File: config.mk
export PLATFORM = sky130hd
export DESIGN_NAME = frog_sequencer
export DESIGN_NICKNAME = d
export VERILOG_FILES = /design/src/rtl/frog_sequencer.sv
export SDC_FILE = /design/constraint.sdc
export NUM_CORES = 1
export LEC_CHECK = 0
export BUFFER_PORTS_ARGS = -buffer_cell sky130_fd_sc_hd__buf_2
export CAP_MARGIN = 40
export CORE_ASPECT_RATIO = 1.4
export CORE_MARGIN = 3
export CORE_UTILIZATION = 35
export DETAILED_ROUTE_END_ITERATION = 8
export SYNTH_ARGS = -nofsm -noshare
export SYNTH_HDL_FRONTEND = slang
export SYNTH_SLANG_ARGS = --single-unit
File: constraint.sdc
create_clock -name clk -period 4.7 [get_ports clk]
set_input_delay 0.94 -clock clk [delete_from_list [all_inputs] [get_ports clk]]
set_output_delay 0.94 -clock clk [all_outputs]
set_load 0.05 [all_outputs]
File: src/rtl/frog_sequencer.sv
// Sequencing controller for the serial-programmed frog LFSR core: clear, serial load, run, park, scrub.
// Optional FROG_SEQ_ZERO_GUARD_EN rejects all-zero taps/seed with an err pulse instead of running.
module frog_sequencer #(
  parameter int N  = 16,
  parameter int W  = 8,
  parameter int CW = 8
) (
  input  logic          clk,
  input  logic          rst,
  input  logic          cfg_valid,
  output logic          cfg_ready,
  input  logic [N-1:0]  cfg_taps,
  input  logic [N-1:0]  cfg_seed,
  input  logic [CW-1:0] cfg_count,
  input  logic          abort,
  output logic          word_valid,
  input  logic          word_ready,
  output logic [W-1:0]  word_data,
  output logic          busy,
  output logic          done,
  output logic          err,
  output logic          chip_rst_n,
  output logic          chip_load,
  output logic          chip_test,
  output logic          chip_program,
  output logic          chip_seed,
  input  logic          chip_out
);
  localparam int NW = (N > 1) ? $clog2(N) : 1;
  localparam int BW = (W > 1) ? $clog2(W) : 1;

  typedef enum logic [2:0] {IDLE, CLEAR, LOAD, RUN, PARK, SCRUB} state_t;

  state_t        state;
  logic [N-1:0]  taps_q, seed_q;
  logic [CW-1:0] remain;
  logic [NW-1:0] idx;
  logic [NW-1:0] idx_next;
  logic [BW-1:0] bitcnt;
  logic [W-1:0]  shreg, held, cap_word, out_word;
  logic          park_q, seed_bit;
  logic          slot_free, last_word, reject;

  assign slot_free = !word_valid || word_ready;
  assign last_word = (remain <= CW'(1));
  assign idx_next  = (idx == NW'(N - 1)) ? '0 : NW'(idx + 1'b1);
  assign out_word  = (state == PARK) ? held : cap_word;

  // While parked the core's own output is fed straight back in, so the rotation
  // loses no bit; a registered copy would lag by one cycle and corrupt the state.
  assign chip_seed = park_q ? chip_out : seed_bit;

`ifdef FROG_SEQ_ZERO_GUARD_EN
  assign reject = (cfg_taps == '0) || (cfg_seed == '0);
`else
  assign reject = 1'b0;
`endif

  always_comb begin
    cap_word         = shreg;
    cap_word[bitcnt] = chip_out;
  end

  always_ff @(posedge clk) begin
    if (rst) begin
      state        <= IDLE;
      taps_q       <= '0;
      seed_q       <= '0;
      remain       <= '0;
      idx          <= '0;
      bitcnt       <= '0;
      shreg        <= '0;
      held         <= '0;
      park_q       <= 1'b0;
      seed_bit     <= 1'b0;
      cfg_ready    <= 1'b0;
      word_valid   <= 1'b0;
      word_data    <= '0;
      busy         <= 1'b0;
      done         <= 1'b0;
      err          <= 1'b0;
      chip_rst_n   <= 1'b0;
      chip_load    <= 1'b0;
      chip_test    <= 1'b0;
      chip_program <= 1'b0;
    end else begin
      done <= 1'b0;
      err  <= 1'b0;
      if (word_valid && word_ready) word_valid <= 1'b0;

      if (abort && (state inside {CLEAR, LOAD, RUN, PARK})) begin
        state        <= SCRUB;
        idx          <= '0;
        park_q       <= 1'b0;
        seed_bit     <= 1'b0;
        chip_rst_n   <= 1'b1;
        chip_load    <= 1'b0;
        chip_test    <= 1'b1;
        chip_program <= 1'b0;
      end else begin
        case (state)
          IDLE: begin
            cfg_ready  <= 1'b1;
            chip_rst_n <= 1'b1;
            if (cfg_valid && cfg_ready) begin
              if (reject) begin
                err <= 1'b1;
              end else begin
                taps_q     <= cfg_taps;
                seed_q     <= cfg_seed;
                remain     <= cfg_count;
                state      <= CLEAR;
                busy       <= 1'b1;
                cfg_ready  <= 1'b0;
                chip_rst_n <= 1'b0;
              end
            end
          end
          CLEAR: begin
            state        <= LOAD;
            idx          <= '0;
            chip_rst_n   <= 1'b1;
            chip_load    <= 1'b1;
            chip_program <= taps_q[0];
            seed_bit     <= seed_q[0];
          end
          LOAD: begin
            if (idx == NW'(N - 1)) begin
              chip_load    <= 1'b0;
              chip_program <= 1'b0;
              seed_bit     <= 1'b0;
              bitcnt       <= '0;
              if (remain == '0) begin
                state     <= IDLE;
                busy      <= 1'b0;
                cfg_ready <= 1'b1;
                done      <= 1'b1;
              end else begin
                state <= RUN;
              end
            end else begin
              idx          <= idx_next;
              chip_program <= taps_q[idx_next];
              seed_bit     <= seed_q[idx_next];
            end
          end
          RUN, PARK: begin
            if (state == RUN) shreg <= cap_word;
            if ((state == RUN && bitcnt == BW'(W - 1) && slot_free) ||
                (state == PARK && idx == NW'(N - 1) && slot_free)) begin
              // A finished word (fresh or parked) moves into the output slot.
              word_data    <= out_word;
              word_valid   <= 1'b1;
              bitcnt       <= '0;
              park_q       <= 1'b0;
              chip_load    <= 1'b0;
              chip_program <= 1'b0;
              if (remain != '0) remain <= remain - CW'(1);
              if (last_word) begin
                state     <= IDLE;
                busy      <= 1'b0;
                cfg_ready <= 1'b1;
                done      <= 1'b1;
              end else begin
                state <= RUN;
              end
            end else if (state == RUN && bitcnt == BW'(W - 1)) begin
              state        <= PARK;
              held         <= cap_word;
              bitcnt       <= '0;
              idx          <= '0;
              park_q       <= 1'b1;
              chip_load    <= 1'b1;
              chip_program <= taps_q[0];
            end else if (state == RUN) begin
              bitcnt <= bitcnt + BW'(1);
            end else begin
              idx          <= idx_next;
              chip_program <= taps_q[idx_next];
            end
          end
          SCRUB: begin
            if (idx == NW'(N - 1)) begin
              state     <= IDLE;
              busy      <= 1'b0;
              cfg_ready <= 1'b1;
              chip_test <= 1'b0;
            end else begin
              idx <= idx_next;
            end
          end
          default: state <= IDLE;
        endcase
      end
    end
  end
endmodule
[Word-level counts from Yosys, hierarchy flattened]
Cells that the tools add are included.
Storage, ports and cells
  register bits: 84
  input port bits: 46
  output and inout bits: 18
  logic and storage cells: 165
Operators by class
  order comparisons: 4
  add/subtract/negate cells: 3
  reductions and logical operators: 43
  multiplexer cells: 69
  bitwise operators: 2
  equal/unequal tests: 24
Operator list (count)
  2-to-1 mux 1 bit: 34
  2-to-1 mux 8 bit: 4
  2-to-1 mux 3 bit: 9
  2-to-1 mux 4 bit: 5
  AND reduction 4 bit: 5
  one-hot mux 8 bit (2 select lines): 1
  one-hot mux 3 bit (5 select lines): 1
  inequality test 2 bit (second input constant): 7
  inequality test 3 bit (second input constant): 4
  inequality test 4 bit (second input constant): 3
  one-hot mux 4 bit (3 select lines): 1
  AND reduction 3 bit: 4
  nonzero test 2 bit: 6
  == test 3 bit (second input constant): 3
  nonzero test 3 bit: 3
  binary-select mux 1 bit (select 4 bit): 2
  bitwise mux 8 bit: 1
  <= comparator 8 x 1 -> 1 bit (second input constant): 1
  logical AND 1 bit: 8
  logical NOT 8 bit: 1
  one-hot mux 1 bit (4 select lines): 2
  AND reduction 8 bit: 1
  nonzero test 4 bit: 2
  nonzero test 8 bit: 1
  24 further kinds: 36

[Depth between registers and ports, before layout]
  word-level depth: 8
  gate-level depth with buffers: 9
  gate-level depth less buffers: 7

[Worst setup path after synthesis]
No wires, ideal clock.
  path type: input -> output
  start point: input chip_out
  end point: output chip_seed
  buffers on the path: 1
  data arrival time: 1525 ps
  slack: 2235 ps
  stages on the path: 2
  data required time: 3760 ps
  cells stage by stage: clkbuf_1 mux2_2
Between the ends
  cells in the longest elaborated chain, start to end: 1
RTL lines
  start: declaration: line 27  | input logic chip_out
  2-to-1 mux 1 bit: line 51  | assign chip_seed = park_q ? chip_out : seed_bit;
  end: declaration: line 26  | output logic chip_seed,
No other way between the ends.

[Final worst setup path]
  start point: register state[2]
  end point: register held[1]
Between the ends
  cells in the longest elaborated chain, start to end: 6
  elaborated cells between the ends (all ways): 15
  those cells by class: eq/ne (4); bitwise (2); reduce/logical (9)
RTL lines
  start: declaration: line 34  | state_t state;
  start signal: assignment: line 66  | state <= IDLE;
  start signal: assignment: line 92  | state <= SCRUB;
  start signal: assignment: line 112  | state <= CLEAR;
  == test 3 x 2 -> 1 bit / == test 3 bit (equally long branches)
  logical AND 1 bit (on tied branches): line 149, 167, 150
  logical AND 1 bit (on tied branches): line 149, 150
  logical OR 1 bit: line 149  | if ((state == RUN && bitcnt == BW'(W - 1) && slot_free) ||
  NOT 1 bit (no source line)
  AND reduction 4 bit (no source line) *
  end signal: assignment: line 169  | held <= cap_word;
  end: declaration: line 40  | logic [W-1:0] shreg, held, cap_word, out_word;
Mark *: on every way between the ends. The rest lies on a longest branch, timed or not.
A chain may end at the register's enable or synchronous reset.

==> impl_metrics.py <==
metrics = {
    "outcome": {
        "status": "finished, final reports clean",
    },
    "yosys": {
        "yosys.cell_count.top_type": "nand2_1",
        "synth_seq_cells": 84,
        "synth-main-ff-cell": "dfxtp_1",
        "syn_area_per_cell_um2": 8.128,
        "synthCells": 546,
        "synth_nets": 597,
        "synth_edf_count": 0,
        "synth.area.top_cells": "dfxtp_1 (38%), nand2_1 (7.8%), a21oi_1 (7.7%), mux2i_1 (5.2%), nor2_1 (3.4%)",
        "synth.cell_area_um2": 4438,
        "synth.top_cells.by_count": "nand2_1 (92), dfxtp_1 (84), a21oi_1 (68), nor2_1 (40), clkbuf_1 (28)",
        "yosysSeqAreaShare": 0.3789,
        "yosys_warnings": 0,
        "yosysTopAreaCellShare": 0.3789,
        "ys_types": 70,
        "async_flop_share": 0,
        "yosysTopAreaCell": "dfxtp_1",
    },
    "placement": {
        "gp_congestion": 0.8662,
        "hpwl_um": 8446,
        "port_buffers": 62,
        "pre_cts_ws_ns": 1.836,
    },
    "detailed_routing": {
        "antenna_left": 0,
        "first_iter_violations": 258,
        "drc": 0,
        "vias": 4177,
        "routed_wl_um": 11830,
        "routed_via_density": 5.698,
        "firstDrtPassIters": 5,
        "routedWlPerCell_um": 16.14,
    },
    "min_path": {
        "min_from": "seed_q[5]",
        "hold_class": "reg2reg",
    },
    "die": {
        "die_y_um": 139.2,
        "dieArea_um2": 14090,
        "core_area_um2": 12370,
        "start_util": 0.3587,
        "row_count": 48,
        "io_pins": 64,
        "die_w_um": 101.2,
    },
    "pwr": {
        "vdd_drop_max_v": 0.0002526,
        "p_per_area_nw_per_um2": 563.1,
        "power.leakage_nw": 1.931,
    },
    "cts": {
        "cts_root_buffer": "clkbuf_16",
        "cts_buffers": 9,
        "cts_num_sinks": 84,
        "cts_tree": "yes",
        "clk_path_buf_depth": 2,
        "clk_latency_ns": 0.34,
        "htreeDepth": 3,
        "post_cts_buffers": 0,
        "path_clk_slew_ns": 0.06,
        "post_cts_resized": 0,
        "cts_hold_buf": 0,
    },
    "timing": {
        "rsz0062_at_grt": "false",
        "tns_ns": 0,
        "setup_viol": 0,
        "fin_skew_ns": 0.007192,
        "slew_headroom": 0.3972,
        "fmax_mhz": 344.3,
        "period_share": 0.6180,
        "layout_setup_ws_ns": 1.795,
        "final_max_slew_viol_count": 0,
        "worst_pin_slew_ns": 0.9030,
        "fin_crit_ns": 2.905,
        "hold_viol": 0,
    },
    "critical_path": {
        "required_ns": 4.96,
        "cp_slowest_stage_delay_ns": 0.85,
        "crit_type": "reg2reg",
        "path_buf_inv": 0,
        "crit_family": "simple AND/OR/NAND/NOR gates",
        "r2r_start": "state[2]",
        "path_cells": "or3b_1, nand2_1, o221ai_2, or3_1, a21oi_1",
        "crit_path_top_delay_cell": "dfxtp_1",
        "crit_start": "state[2]",
        "cp-start-kind": "register",
        "end_kind": "register",
        "cp.arrival_ns": 3.16,
        "path_max_fanout": 27,
    },
    "global_route": {
        "grt_max_degree": 74,
        "grt-ovfl-total": 0,
        "grt_pass1_wl_um": 19480,
        "grt_pass1_vias": 3969,
        "gr-usage-all-layers": 0.1701,
        "antenna_found_initial": 0,
    },
    "layout": {
        "area_growth_pct": 15.06,
        "fillers": 1285,
        "nets": 629,
        "drive_gt1_frac": 0.1715,
        "antenna_cells": 0,
    },
    "flow_run": {
        "maxCapViolations": 0,
    },
}
==> area by class of cell <==
class	instances	area, um2	area share
clock inverter	3	67.56	0.01323
clock buffer	13	270.3	0.05293
tap	150	187.7	0.03676
sequential	84	1682	0.3293
multi-input combinational	410	2521	0.4938
inverter	6	22.52	0.004411
timing repair buffer	67	355.3	0.06959
==> metal layers <==
layer  global-route usage  share of wire  wire length [um]
met1               0.2160           0.44              5194
met2               0.2766           0.48              5690
met3              0.02708          0.049               578
met4              0.08263          0.031               363
met5                    0              0                 0
==> placed cells by master, fill, tap and decap left out, types with 7 or more instances in the layout <==
cell / n
clkbuf_16: 9
nor2b_1: 7
or3_1: 10
nor3_1: 13
nand2_1: 92
a21oi_1: 68
nand2b_1: 8
dfxtp_1: 84
o21ai_1: 8
buf_2: 62
o21ai_0: 8
a31oi_1: 16
mux2i_1: 23
a211oi_1: 10
o211ai_1: 11
nor2_1: 40
==> worst paths after layout <==
path	slack [ns]	endpoint	cells after the start
worst max-delay path	1.80	held[1]	5
worst min-delay path	0.45	seed_q[5]	2
worst max register to register	1.80	held[1]	5
worst min register to register	0.45	seed_q[5]	2
==> flip-flops by register name, indices dropped and copies added, names as in the netlist, 3 cells and up <==
| signal | flops |
|---|---|
| idx | 4 |
| held | 8 |
| shreg | 8 |
| remain | 8 |
| taps_q | 16 |
| word_data | 8 |
| state | 3 |
| bitcnt | 3 |
| seed_q | 16 |
==> where the power goes <==
group | switching, mW | internal (mW) | total (mW) | leakage [nW]
clock | 0.280 | 0.509 | 0.789 | 0.162
combinational | 0.729 | 0.381 | 1.11 | 1.09
sequential | 0.150 | 0.827 | 0.976 | 0.681
==> cell families (layout without fill, tap and decap cells) <==
| family | count (synthesis) | after routing | synth area share |
|---|---|---|---|
| multiplexers | 27 | 27 | 0.06963 |
| AND/OR/NAND/NOR | 204 | 204 | 0.2174 |
| AO/OA/AOI/OAI | 171 | 171 | 0.2622 |
| other | 1 | 1 | 0.0008450 |
| buffers and inverters | 52 | 89 | 0.05300 |
| XOR/XNOR | 2 | 2 | 0.003948 |
| flip-flops | 84 | 84 | 0.3789 |
| adder cells (fa/ha/maj) | 5 | 5 | 0.01410 |
==> worst min-delay path, stage by stage, from the launching register on <==
cell     delay [ns]
dfxtp_1        0.30
nand2_1        0.05
a21oi_1        0.05
==> metrics by stage <==
step | power [mW] | cell area (um2) | hold WS [ns] | util | instances
global route | 3.056 | 5106 | 0.4744 | 0.4127 | 733
global placement | 2.048 | 4746 | 0.4414 | 0.3836 | 715
floorplan | 1.837 | 4438 | 0.4318 | - | 546
finish | 2.875 | 5106 | 0.4538 | 0.4127 | 733
detailed placement | 2.088 | 4768 | 0.4444 | 0.3854 | 717
CTS | 2.886 | 5106 | 0.4578 | 0.4127 | 733
(Power assumes the default switching activity.)
